===== src/rtl/slave_out_port_if.sv =====
// Handshake bundle between slave storage/control and the slave-side serial transmitter.
// The slave modport is the transmitter's view; the master modport is its environment.
interface slave_out_port_if #(
  parameter int BURST_LEN = 12,
  parameter int DATA_LEN  = 8
);
  logic                 start;
  logic [BURST_LEN-1:0] burst_num;
  logic                 data_req;
  logic                 data_ready;
  logic [DATA_LEN-1:0]  data_in;
  logic                 master_ready;
  logic                 tx_data;
  logic                 slave_valid;
  logic                 busy;
  logic                 tx_done;

  modport slave (
    input  start, burst_num, data_ready, data_in, master_ready,
    output data_req, tx_data, slave_valid, busy, tx_done
  );

  modport master (
    output start, burst_num, data_ready, data_in, master_ready,
    input  data_req, tx_data, slave_valid, busy, tx_done
  );
endinterface


===== src/rtl/slave_out_port.sv =====
// Slave-side serial transmitter: fetches words from storage and shifts them out LSB-first,
// one word per master_ready handshake, with burst support. All outputs are registered.
module slave_out_port #(
  parameter int BURST_LEN = 12,
  parameter int DATA_LEN  = 8
) (
  input logic              clk,
  input logic              reset,
  slave_out_port_if.slave  bus
);

  localparam int CNT_W = (DATA_LEN > 1) ? $clog2(DATA_LEN) : 1;
  localparam logic [CNT_W-1:0]     LAST_BIT = CNT_W'(DATA_LEN - 1);
  localparam logic [BURST_LEN-1:0] ONE_WORD = BURST_LEN'(1);

  typedef enum logic [2:0] {IDLE, FETCH, WAIT_RDY, SEND, DONE} state_t;

  state_t               state, next_state;
  logic [DATA_LEN-1:0]  shift_q;
  logic [BURST_LEN-1:0] words_left;
  logic [CNT_W-1:0]     bit_cnt;

  logic data_req_q, tx_data_q, slave_valid_q, busy_q, tx_done_q;
  logic data_req_d, tx_data_d, slave_valid_d, busy_d, tx_done_d;

  // State register; outputs are registered from their next-state values.
  // NOTE: sequential state uses non-blocking assignments so every flop samples pre-edge values.
  always_ff @(posedge clk or posedge reset) begin
    if (reset) begin
      state         <= IDLE;
      data_req_q    <= 1'b0;
      tx_data_q     <= 1'b0;
      slave_valid_q <= 1'b0;
      busy_q        <= 1'b0;
      tx_done_q     <= 1'b0;
    end else begin
      state         <= next_state;
      data_req_q    <= data_req_d;
      tx_data_q     <= tx_data_d;
      slave_valid_q <= slave_valid_d;
      busy_q        <= busy_d;
      tx_done_q     <= tx_done_d;
    end
  end

  // NOTE: every comb output gets a default first so no path can infer a latch.
  always_comb begin
    next_state = state;
    case (state)
      IDLE:     if (bus.start)        next_state = FETCH;
      FETCH:    if (bus.data_ready)   next_state = WAIT_RDY;
      WAIT_RDY: if (bus.master_ready) next_state = SEND;
      SEND:     if (bit_cnt == LAST_BIT)
                  next_state = (words_left == ONE_WORD) ? DONE : FETCH;
      DONE:     next_state = IDLE;
      default:  next_state = IDLE;
    endcase
  end

  // Only WAIT_RDY and SEND lead into SEND, and both leave the next bit at shift_q[0].
  always_comb begin
    data_req_d    = (next_state == FETCH);
    slave_valid_d = (next_state == SEND);
    tx_data_d     = (next_state == SEND) ? shift_q[0] : 1'b0;
    busy_d        = (next_state != IDLE);
    tx_done_d     = (next_state == DONE);
  end

  always_ff @(posedge clk or posedge reset) begin
    if (reset) begin
      shift_q    <= '0;
      words_left <= '0;
      bit_cnt    <= '0;
    end else begin
      case (state)
        IDLE:
          if (bus.start)
            words_left <= (bus.burst_num == '0) ? ONE_WORD : bus.burst_num;
        FETCH:
          if (bus.data_ready) shift_q <= bus.data_in;
        WAIT_RDY:
          if (bus.master_ready) begin
            shift_q <= shift_q >> 1;
            bit_cnt <= '0;
          end
        SEND: begin
          shift_q <= shift_q >> 1;
          if (bit_cnt == LAST_BIT) begin
            bit_cnt    <= '0;
            words_left <= words_left - ONE_WORD;
          end else begin
            bit_cnt <= bit_cnt + CNT_W'(1);
          end
        end
        default: ;
      endcase
    end
  end

  assign bus.data_req    = data_req_q;
  assign bus.tx_data     = tx_data_q;
  assign bus.slave_valid = slave_valid_q;
  assign bus.busy        = busy_q;
  assign bus.tx_done     = tx_done_q;

endmodule


===== src/flat_wrapper.sv =====
// flat-port wrapper written by rule: the top's interface ports become plain ports
module slave_out_port_flat 
#(
  parameter int BURST_LEN = 12,
  parameter int DATA_LEN  = 8
)
  (clk, reset, bus_start, bus_burst_num, bus_data_ready, bus_data_in, bus_master_ready, bus_data_req, bus_tx_data, bus_slave_valid, bus_busy, bus_tx_done);
  slave_out_port_if #(.BURST_LEN(BURST_LEN), .DATA_LEN(DATA_LEN)) bus_i ();
  input logic clk;
  input logic reset;
  input wire logic [$bits(bus_i.start)-1:0] bus_start;
  input wire logic [$bits(bus_i.burst_num)-1:0] bus_burst_num;
  input wire logic [$bits(bus_i.data_ready)-1:0] bus_data_ready;
  input wire logic [$bits(bus_i.data_in)-1:0] bus_data_in;
  input wire logic [$bits(bus_i.master_ready)-1:0] bus_master_ready;
  output wire logic [$bits(bus_i.data_req)-1:0] bus_data_req;
  output wire logic [$bits(bus_i.tx_data)-1:0] bus_tx_data;
  output wire logic [$bits(bus_i.slave_valid)-1:0] bus_slave_valid;
  output wire logic [$bits(bus_i.busy)-1:0] bus_busy;
  output wire logic [$bits(bus_i.tx_done)-1:0] bus_tx_done;
  assign bus_i.start = bus_start;
  assign bus_i.burst_num = bus_burst_num;
  assign bus_i.data_ready = bus_data_ready;
  assign bus_i.data_in = bus_data_in;
  assign bus_i.master_ready = bus_master_ready;
  assign bus_data_req = bus_i.data_req;
  assign bus_tx_data = bus_i.tx_data;
  assign bus_slave_valid = bus_i.slave_valid;
  assign bus_busy = bus_i.busy;
  assign bus_tx_done = bus_i.tx_done;
  slave_out_port #(.BURST_LEN(BURST_LEN), .DATA_LEN(DATA_LEN)) u_core (.clk(clk), .reset(reset), .bus(bus_i));
endmodule

===== config.mk =====
export PLATFORM = sky130hd
export DESIGN_NAME = slave_out_port_flat
export DESIGN_NICKNAME = d
export VERILOG_FILES = /design/src/rtl/slave_out_port_if.sv /design/src/rtl/slave_out_port.sv /design/src/flat_wrapper.sv
export SDC_FILE = /design/constraint.sdc
export NUM_CORES = 1
export LEC_CHECK = 0
export CORE_UTILIZATION = 40
export CTS_BUF_LIST = sky130_fd_sc_hd__clkbuf_8
export CTS_CLUSTER_SIZE = 10
export DETAILED_ROUTE_END_ITERATION = 16
export PLACE_DENSITY_LB_ADDON = 0.1
export SETUP_SLACK_MARGIN = 0.5
export SYNTH_ARGS = -nofsm -noshare
export SYNTH_HDL_FRONTEND = slang
export SYNTH_SLANG_ARGS = --single-unit

===== constraint.sdc =====
create_clock -name clk -period 2.55 [get_ports clk]
set_input_delay 0.765 -clock clk [delete_from_list [all_inputs] [get_ports clk]]
set_output_delay 0.765 -clock clk [all_outputs]
set_load 0.05 [all_outputs]

* Yosys cells after proc, flatten, opt, wreduce, memory -nomap -nowiden *
Cells that the tools add are included.

cells by class
  add/sub/neg operators = 2
  equality and inequality tests = 12
  multiplexer cells = 17
  reduce and logical (&&, ||, !) cells = 9

operators by type and width
  cell                   count
  $mux 12                3
  $pmux 12 s2            1
  $pmux 8 s3             1
  $mux 3                 7
  $mux 8                 2
  $eq 12x1->1 const B    1
  $logic_not 12->1       1
  $pmux 3 s4             1
  $sub 12x1->12 const B  1
  $eq 3x2->1 const B     3
  $eq 3x1->1 const B     2
  $eq 3x3->1 const B     2
  $ne 2x2->1 const B     3
  $pmux 3 s2             1
  $reduce_and 3->1       2
  $reduce_bool 3->1      2
  $reduce_bool 2->1      2
  $add 3x1->3 const B    1
  $logic_not 3->1        1
  $ne 2x1->1 const B     1
  $reduce_and 2->1       1
  $mux 1                 1

storage, ports and cells
  register bits = 31
  bits of input ports = 25
  output and inout port bits = 5
  word-level logic and storage cells = 49

* Depth between registers and ports, before layout *
Gate-level depths: netlist of run 1.

  depth after elaboration = 6
  mapped depth = 7
  mapped depth without buffers = 6

* Least setup slack after synthesis of run 1 *
OpenSTA, ideal clock, no wires.

  path kind = input port to flip-flop
  start = input port bus_start
  end = register u_core.words_left[1]
  library setup time = 0.133 ns
  data arrival time = 1.777 ns
  required time = 2.417 ns
  slack = 0.640 ns
  cell stages on the path = 5
  path buffers = 1
  path through = or3b_1 a21o_2 clkbuf_1 a211oi_1 a21oi_1

between the ends
  longest elaborated chain between the ends = 2

ends and longest elaborated chain
  item                        line                  source
  start: declaration          flat_wrapper.sv:11    input wire logic [$bits(bus_i.start)-1:0] bus_start;
  $ne 2x2->1 (no line)        --
  $reduce_and 3->1 (no line)  --
  end signal: assignment      slave_out_port.sv:78  words_left <= (bus.burst_num == '0) ? ONE_WORD : bus.burst_num;
  end signal: assignment      slave_out_port.sv:90  words_left <= words_left - ONE_WORD;
  end: declaration            slave_out_port.sv:20  logic [BURST_LEN-1:0] words_left;

Every way passes these cells.
A chain may end at the register's enable or synchronous reset.

* Worst setup path in the final report of run 1 *
  start = input port bus_data_ready
  end = register u_core.busy_q (netlist: u_core.bus.busy)

between the ends
  longest elaborated chain between the ends = 3

ends and longest elaborated chain
  item                    line                  source
  start: declaration      flat_wrapper.sv:13    input wire logic [$bits(bus_i.data_ready)-1:0] bus_data_ready;
  $mux 3                  slave_out_port.sv:51  FETCH: if (bus.data_ready) next_state = WAIT_RDY;
  $pmux 3 s4              slave_out_port.sv:49  case (state)
  $reduce_bool 3->1       slave_out_port.sv:65  busy_d = (next_state != IDLE);
  via u_core.busy_d       slave_out_port.sv:24  logic data_req_d, tx_data_d, slave_valid_d, busy_d, tx_done_d;
  end signal: assignment  slave_out_port.sv:41  busy_q <= busy_d;
  end: declaration        slave_out_port.sv:23  logic data_req_q, tx_data_q, slave_valid_q, busy_q, tx_done_q;

The timed path passes the listed nets, and every way through them passes these cells.

==> impl_metrics.yaml, run 1 <==
synthesis:
  yosysTopAreaCell: "dfrtp_1"
  synth-simple-area-share: 0.2091
  syn_inst: 177
  yosysUniqueCellTypes: 39
  synth_top_family_by_area: "compound AO/OA/AOI/OAI gates"
  avgSynthCellArea_sq_um: 9.331
  ys_seq_area_frac: 0.4697
  synth_top_cells_by_area: "dfrtp_1, a21oi_1, nor2_1"
  synthAdderAreaFrac: 0.03030
  synth_fp_nets: 206
  synthMuxAreaShare: 0.04242
  netlist.area_leader.share: 0.4697
  synth-compound-area-share: 0.2129
  yosys_warnings: 0
  netlist_area_sq_um: 1652
  synth_seq_cells: 31
  synth_xor_area_frac: 0
finish:
  final_util: 0.5603
  final_common_cell: "dfrtp_1"
  diodes: 0
  drive_above_1_share: 0.1038
  area_growth_pct: 28.86
  nFillCells: 357
  final_cells: 260
  mostFrequentLayoutCells: "dfrtp_1, a21oi_1, clkdlybuf4s50_1"
  fin_nets: 240
sta:
  slew_headroom: 0.5576
  final.min_clock_period_ns: 1.930
  setup_viol: 0
  setup_tns_ns: 0
  final_max_slew_viol_count: 0
  fin_crit_sh: 0.7570
  worst_slew_pin_slew_ns: 0.6637
  rsz0062_at_grt: "false"
  final_hold_viol_count: 0
  fmax_mhz: 518.0
  setup_ws_ns: 0.6197
  clock-skew-final_ns: 0.007299
routing:
  via_per_inst: 5.608
  remaining_drc_errors: 0
  route.met2.wl_um: 1709
  postRouteAntennaNets: 0
  avgRoutedWirePerCell_um: 14.44
  routed_wl_um: 3754
  wl_met1_um: 1827
  highest_layer: "met4"
  first_pass_iters: 4
  drtIter0Drc: 126
  wl_met3_um: 192
  vias: 1458
die:
  rows: 22
  die-area_sq_um: 4390
  fp.coreArea_sq_um: 3799
  pin_count: 30
  fp.dieH_um: 66.26
  die_w_um: 66.26
  start_util: 0.4348
grt:
  gr-total-overflow: 0
  grt_pass1_vias: 1425
  grt_use_total: 0.1959
  grt_max_degree: 32
  antenna_found_initial: 0
  grt_pass1_wl_um: 6437
clocking:
  cts_setup_buffers: 0
  cts_max_path_buffers: 2
  numCtsBuffers: 5
  cts_hold_buf: 0
  h-tree-depth: 2
  cts.clk_slew.worst_paths_ns: 0.07
  worstSkewPairLatency_ns: 0.28
  root_buffer: "clkbuf_8"
  tritoncts: "done"
  clkSinkCount: 31
worst_setup_path:
  cp-start-kind: "input port"
  crit_chain: "clkdlybuf4s50_1 > mux2i_1 > a211oi_2 > or3b_1"
  worst_ep_required_time_ns: 2.70
  end_kind: "flop"
  crit_fanout: 3
  cp_slowest_stage_delay_ns: 0.52
  critPathBufInv: 1
  crit_slowest_cell: "clkdlybuf4s50_1"
  timing.critical_path.max_delay_family: "buffers and inverters"
  crit_arrival_ns: 2.08
  path_class: "input port to flop"
hold_path:
  hold_class: "flop to flop"
placed_design:
  place_ws_ns: 0.1238
  routabilityCongestion: 0.7983
  place_inst: 251
  numPortBuffers: 29
  hpwlAfterDp_um: 2598
pwr:
  p_per_area_nw_per_um2: 1168
  internal_power_uw: 1442
  peakVddDrop_v: 0.0005349
  p_comb_frac: 0.467
  switching_power_uw: 1044
  p_clk_frac: 0.166
  power_frac_seq: 0.367
  switching_share: 0.4201
  p_leak_uw: 0.0008849
run:
  max_cap_violations: 0
status:
  status: "complete, no violations"
## kinds of logic (layout without fill, tap and decap cells)
family                   Yosys count  after routing
flip-flops                        31             31
AND/OR/NAND/NOR                   63             63
buffers and inverters             15             49
multiplexers                       7              7
adder cells (fa/ha/maj)            4              4
AO/OA/AOI/OAI                     57             58
## registers in the layout, indices dropped and copies added, names as in the netlist
| name | flops |
|---|---|
| u_core.bus.busy | 1 |
| u_core.shift_q | 8 |
| u_core.bit_cnt | 3 |
| u_core.state | 3 |
| u_core.bus.slave_valid | 1 |
| u_core.words_left | 12 |
| u_core.bus.tx_data | 1 |
| u_core.bus.tx_done | 1 |
| u_core.bus.data_req | 1 |
## cell usage after synthesis
cell type and number:
a211oi_1 4, a21o_2 1, a21oi_1 23, a21oi_2 1
a22o_1 2, a22oi_1 1, a2bb2oi_1 3, a31oi_1 2
and2_1 1, and3b_1 1, and4b_1 1, buf_2 2
clkbuf_1 6, dfrtp_1 31, ha_1 4, inv_1 7
mux2i_1 7, nand2_1 10, nand2b_1 4, nand3_1 5
nand3b_1 3, nor2_1 21, nor3_1 5, nor3b_1 1
nor4_1 3, nor4_2 1, nor4b_1 1, o21ai_0 4
o21ai_1 6, o21bai_1 1, o221ai_1 1, o22ai_1 4
o2bb2ai_1 2, o31ai_1 1, o32ai_1 1, or3_4 1
or3b_1 2, or4_1 1, or4_4 2
## metrics by stage
stage	cell area, sq um	hold slack, ns	total power, uW
after floorplan	1652	0.4543	1753
after global placement	2007	0.4678	2018
after global routing	2128	0.5187	2710
after detailed placement	2007	0.4773	2065
after CTS	2117	0.4908	2491
final	2128	0.4845	2486
## what timing repair did
action	in CTS	in global routing
pin swaps	1	0
cloned	1	0
setup endpoints to repair	14	1
resized for setup	8	2
endpoints found under the hold margin	0	0
## power groups by stage
stage,registers [uW],logic (uW),clock network [uW]
after floorplan,930,824,0
after global placement,906,1110,0
after detailed placement,914,1150,0
after CTS,908,1150,431
after global routing,945,1320,445
final,912,1160,413
## per-layer routing
metal / up-vias / global-route usage
met3: 2 / 0.04310
met1: 688 / 0.2723
met2: 43 / 0.2946
met5: - / 0
li1: 725 / -
met4: 0 / 0.07447
## path summary, 6_finish.rpt
kind                                             startpoint                                to  slack (ns)  cells after the start
max                                          bus_data_ready         u_core.bus.busy$_DFF_PP0_        0.62                      4
min                           u_core.shift_q[0]$_DFFE_PP0P_      u_core.bus.tx_data$_DFF_PP0_        0.48                      1
max reg2reg                u_core.words_left[4]$_DFFE_PP0P_         u_core.bus.busy$_DFF_PP0_        0.64                      4
min reg2reg                   u_core.shift_q[0]$_DFFE_PP0P_      u_core.bus.tx_data$_DFF_PP0_        0.48                      1
max in group asynchronous                             reset     u_core.shift_q[4]$_DFFE_PP0P_        1.38                      3
min in group asynchronous                             reset  u_core.words_left[9]$_DFFE_PP0P_        0.87                      3
## area by class of cell
class	instances	area [sq um]	area share
clock inverter	1	3.754	0.001764
tap	48	60.06	0.02822
sequential	31	775.7	0.3645
inverter	7	26.28	0.01235
multi-input combinational	132	845.8	0.3974
clock buffer	7	96.34	0.04527
timing repair buffer	34	320.3	0.1505
(Power assumes the default switching activity.)
==> inputs of run 2 (changes only) <==
==> constraint.sdc (replaced) <==
create_clock -name clk -period 1.8 [get_ports clk]
set_input_delay 0.54 -clock clk [delete_from_list [all_inputs] [get_ports clk]]
set_output_delay 0.54 -clock clk [all_outputs]
set_load 0.05 [all_outputs]
==> run 2 against run 1 <==
Clock skew increased by 0.00072 ns; final cell count grew 15%; global-route usage up 3.8 points; critical path type is now flop to flop; worst hold slack gained 0.040 ns; the flow now finishes with violations (setup timing); largest cell class unchanged; first-iteration DRC count increased by 17%; highest routed layer unchanged; setup slack lost 0.67 ns; register-to-register slack worse by 0.69 ns; core utilization increased by 21 points.
==> impl_metrics.yaml, run 2 (synthesis gave the netlist of run 1 again) <==
status:
  status: "finished with violations"
  violations: "setup timing"
die:
  start_util: 0.4348
  pin_count: 30
  die-area_sq_um: 4390
  rows: 22
  fp.dieH_um: 66.26
  die_w_um: 66.26
  fp.coreArea_sq_um: 3799
finish:
  final_util: 0.7704
  top_regs: "u_core.words_left x12, u_core.shift_q x8"
  diodes: 0
  mostFrequentLayoutCells: "buf_4, dfrtp_1, clkdlybuf4s50_1"
  fin_nets: 279
  area_growth_pct: 77.20
  largest_reg_flops: 12
  postLayoutCellArea_sq_um: 2927
  drive_above_1_share: 0.5498
  largest-register: "u_core.words_left"
  final_common_cell: "buf_4"
pwr:
  power_frac_seq: 0.256
  switching_power_uw: 2275
  p_comb_frac: 0.645
  switching_share: 0.4336
  internal_power_uw: 2972
  peakVddDrop_v: 0.0007420
  p_per_area_nw_per_um2: 1793
  p_leak_uw: 0.001180
  p_clk_frac: 0.099
clocking:
  tritoncts: "done"
  h-tree-depth: 2
  cts.clk_slew.worst_paths_ns: 0.07
  numCtsBuffers: 5
  cts_hold_buf: 0
  clkSinkCount: 31
  cts_max_path_buffers: 2
  root_buffer: "clkbuf_8"
  worstSkewPairLatency_ns: 0.29
worst_setup_path:
  end_kind: "flop"
  worst_ep_required_time_ns: 1.96
  crit_fanout: 4
  crit_chain: "nor3_1 > a31oi_1 > a211oi_2 > or3b_1"
  crit_slowest_cell: "nor3_1"
  r2r_cells: 4
  path_class: "flop to flop"
  cp-start-kind: "flop"
  crit_arrival_ns: 2.01
  cp_slowest_stage_delay_ns: 0.47
sta:
  worst_slew_pin_slew_ns: 0.5351
  final_max_slew_viol_count: 0
  fin_crit_sh: 1.029
  setup_ws_ns: -0.05240
  slew_headroom: 0.6405
  final.min_clock_period_ns: 1.852
  fmax_mhz: 539.8
  setup_viol: 1
  final_hold_viol_count: 0
  rsz0062_at_grt: "true"
  clock-skew-final_ns: 0.008022
grt:
  grt_max_degree: 32
  grt_pass1_wl_um: 7500
  grt_pass1_vias: 1593
  antenna_found_initial: 0
  grt_use_total: 0.2340
  gr-total-overflow: 0
routing:
  postRouteAntennaNets: 0
  remaining_drc_errors: 0
  via_per_inst: 5.833
  vias: 1744
  avgRoutedWirePerCell_um: 18.64
  first_pass_iters: 4
  drtIter0Drc: 148
  routed_wl_um: 5574
placed_design:
  hpwlAfterDp_um: 2895
  routabilityCongestion: 0.8081
  place_area_sq_um: 2160
  numPortBuffers: 29
hold_path:
  hold_depth: 2
  hold_class: "flop to flop"
run:
  max_cap_violations: 0
[run 2: changes by cell type in the layout (fill, tap and decap cells not counted), sizes merged]
cell / before / now
clkdlybuf4s50: 23 / 21
dlymetal6s2s: 0 / 2
clkbuf: 7 / 6
clkinv: 0 / 1
inv: 8 / 9
dlygate4sd2: 6 / 0
buf: 5 / 49
[run 2: metal layers]
metal  track usage  routed length, um
met1        0.3101               2375
met2        0.3724               2775
met3       0.05172                289
met4       0.08511                133
met5             0                  0
[run 2: metrics by stage]
stage	cells	setup TNS [ns]	power (uW)	worst slack [ns]	hold slack, ns
after detailed placement	265	-3.601	3195	-0.2914	0.4856
after CTS	287	0	4177	0.06035	0.4989
after global placement	265	-2.903	3120	-0.2395	0.4669
after global routing	299	-0.1105	5544	-0.1105	0.5535
after floorplan	177	0	2647	0.08060	0.4543
final	299	-0.05240	5248	-0.05240	0.5250
[run 2: critical path, delay by kind of cell (launching register included)]
family | cells | cell delay [ns]
AOI/OAI and AO/OA | 2 | 0.44
and+or+nand+nor | 2 | 0.86
DFF | 1 | 0.41
[run 2: power by group through the flow]
stage	Combinational (uW)	Clock [uW]	Sequential, uW
2_1_floorplan	1320	0	1330
4_1_cts	2400	519	1260
5_1_grt	3600	566	1380
6_report	3390	518	1340
3_5_place_dp	1930	0	1270
3_3_place_gp	1870	0	1250
[run 2: path summary, 6_finish.rpt]
kind	start	endpoint	slack, ns
min reg2reg	u_core.shift_q[5]$_DFFE_PP0P_	u_core.shift_q[5]$_DFFE_PP0P_	0.53
max	u_core.words_left[9]$_DFFE_PP0P_	u_core.bus.busy$_DFF_PP0_	-0.05
max in group asynchronous	reset	u_core.state[1]$_DFF_PP0_	0.86
max reg2reg	u_core.words_left[9]$_DFFE_PP0P_	u_core.bus.busy$_DFF_PP0_	-0.05
min in group asynchronous	reset	u_core.words_left[6]$_DFFE_PP0P_	0.62
min	u_core.shift_q[5]$_DFFE_PP0P_	u_core.shift_q[5]$_DFFE_PP0P_	0.53
[run 2: final cells by class]
cell class	instances	area [sq um]
clock buffers	5	68.82
fillers	229	872.1
flip-flops and latches	31	783.3
clock inverters	3	12.51
well taps	48	60.06
multi-input cells	132	1234
inverters	7	26.28
repair buffers	73	742.0
[run 2: repair_timing]
action / in CTS / in global routing
buffers inserted: 12 / 11
endpoints found under the setup margin: 35 / 36
resized for setup: 35 / 79
gates cloned: 2 / 1
pin swaps: 7 / 27
==> inputs of run 3 (changes only) <==
--- a/config.mk
+++ b/config.mk
@@ -11,6 +11,7 @@
 export DETAILED_ROUTE_END_ITERATION = 16
 export PLACE_DENSITY_LB_ADDON = 0.1
 export SETUP_SLACK_MARGIN = 0.5
+export SKIP_CTS_REPAIR_TIMING = 1
 export SYNTH_ARGS = -nofsm -noshare
 export SYNTH_HDL_FRONTEND = slang
 export SYNTH_SLANG_ARGS = --single-unit
==> run 3 against run 2 <==
Critical path depth unchanged; the flow now finishes without violations; final cell count is 1.7% lower; design area down 5.5%; highest routed layer unchanged; first-iteration DRC count up 26%; core utilization fell by 4.2 points; largest cell class unchanged; critical endpoint is now u_core.words_left[9]$_DFFE_PP0P_.
==> impl_metrics.yaml, run 3 (synthesis gave the netlist of run 1 again) <==
routing:
  avgRoutedWirePerCell_um: 16.99
  routed_wl_um: 4996
  first_pass_iters: 4
  via_per_inst: 5.769
  drtIter0Drc: 187
  vias: 1696
  remaining_drc_errors: 0
  postRouteAntennaNets: 0
worst_setup_path:
  worst_ep_required_time_ns: 2.01
  cp-start-kind: "flop"
  timing.rr.start: "u_core.words_left[4]$_DFFE_PP0P_"
  path_class: "flop to flop"
  crit_fanout: 6
  r2r_slack_ns: 0.03
  crit_start: "u_core.words_left[4]$_DFFE_PP0P_"
  end_kind: "flop"
  crit_arrival_ns: 1.98
sta:
  fmax_mhz: 565.9
  setup_viol: 0
  fin_crit_sh: 0.9817
  final.min_clock_period_ns: 1.767
  whs_ns: 0.5066
  worst_slew_pin_slew_ns: 0.3819
  rsz0062_at_grt: "true"
  setup_ws_ns: 0.03287
  final_max_slew_viol_count: 0
  slew_headroom: 0.7435
  final_hold_viol_count: 0
  setup_tns_ns: 0
  clock-skew-final_ns: 0.006217
grt:
  grt_pass1_vias: 1447
  grt_use_met3: 0.05172
  gr-usage-met1: 0.2845
  busiest_layer: "met2"
  grt_use_total: 0.2093
  grt_pass1_wl_um: 6734
  grt_max_degree: 32
  grtUsageMet2: 0.3227
  antenna_found_initial: 0
  gr-total-overflow: 0
die:
  fp.dieH_um: 66.26
  fp.coreArea_sq_um: 3799
  pin_count: 30
  rows: 22
  die_w_um: 66.26
  die-area_sq_um: 4390
  start_util: 0.4348
finish:
  area_growth_pct: 67.42
  diodes: 0
  drive_above_1_share: 0.4350
  largest-register: "u_core.words_left"
  top_regs: "u_core.words_left x12, u_core.shift_q x8"
  largest_reg_flops: 12
  mostFrequentLayoutCells: "dfrtp_1, buf_4, clkdlybuf4s50_1"
  final_cells: 294
  postLayoutCellArea_sq_um: 2765
  fin_nets: 274
  nFillCells: 261
  final_common_cell: "dfrtp_1"
pwr:
  p_leak_uw: 0.001143
  peakVddDrop_v: 0.0006894
  p_per_area_nw_per_um2: 1717
placed_design:
  place_area_sq_um: 2160
  routabilityCongestion: 0.8081
  numPortBuffers: 29
  place_inst: 265
  place_ws_ns: -0.2914
  hpwlAfterDp_um: 2895
hold_path:
  hold_class: "flop to flop"
  hold_start: "u_core.bit_cnt[0]$_DFFE_PP0P_"
clocking:
  cts_max_path_buffers: 2
  cts.clk_slew.worst_paths_ns: 0.07
  worstSkewPairLatency_ns: 0.29
  tritoncts: "done"
  numCtsBuffers: 5
  clkSinkCount: 31
  h-tree-depth: 2
  root_buffer: "clkbuf_8"
status:
  status: "complete, no violations"
run:
  max_cap_violations: 0
[run 3: power breakdown]
part           switching (uW)  total [uW]  internal, uW
Sequential                307        1330          1020
Combinational            1440        2910          1460
Clock                     255         514           259
[run 3: path summary, 6_finish.rpt]
| path | end | cells after the start |
|---|---|---|
| hold / removal | u_core.bit_cnt[0]$_DFFE_PP0P_ | 1 |
| hold reg to reg | u_core.bit_cnt[0]$_DFFE_PP0P_ | 1 |
| max in group asynchronous | u_core.state[1]$_DFF_PP0_ | 3 |
| setup / recovery | u_core.words_left[9]$_DFFE_PP0P_ | 4 |
| min in group asynchronous | u_core.words_left[6]$_DFFE_PP0P_ | 3 |
| setup reg to reg | u_core.words_left[9]$_DFFE_PP0P_ | 4 |
[run 3: final cells by class]
cell class                      count  area (sq um)  share of cell area
Inverter                            7         26.28            0.009502
Sequential cell                    31         784.5              0.2837
Clock inverter                      3         12.51            0.004525
Multi-Input combinational cell    132          1116              0.4036
Tap cell                           48         60.06             0.02172
Clock buffer                        5         68.82             0.02489
Timing Repair Buffer               68         696.9              0.2520
[run 3: routing by layer]
layer	share of wire	wire length [um]
met1	0.43	2136
met2	0.50	2500
met3	0.059	297
met4	0.012	61
met5	0	0
[run 3: worst max-delay path: stages, from the launching register on]
cell       delay [ns]
dfrtp_2          0.45
or4_4            0.51
or4_4            0.45
a21oi_2          0.13
a2bb2oi_1        0.15
[run 3: metrics by stage]
stage,power [uW],utilization
after global routing,5054,0.7279
after floorplan,2647,-
after detailed placement,3195,0.5685
final,4748,0.7279
after global placement,3120,0.5685
after CTS,3725,0.5899
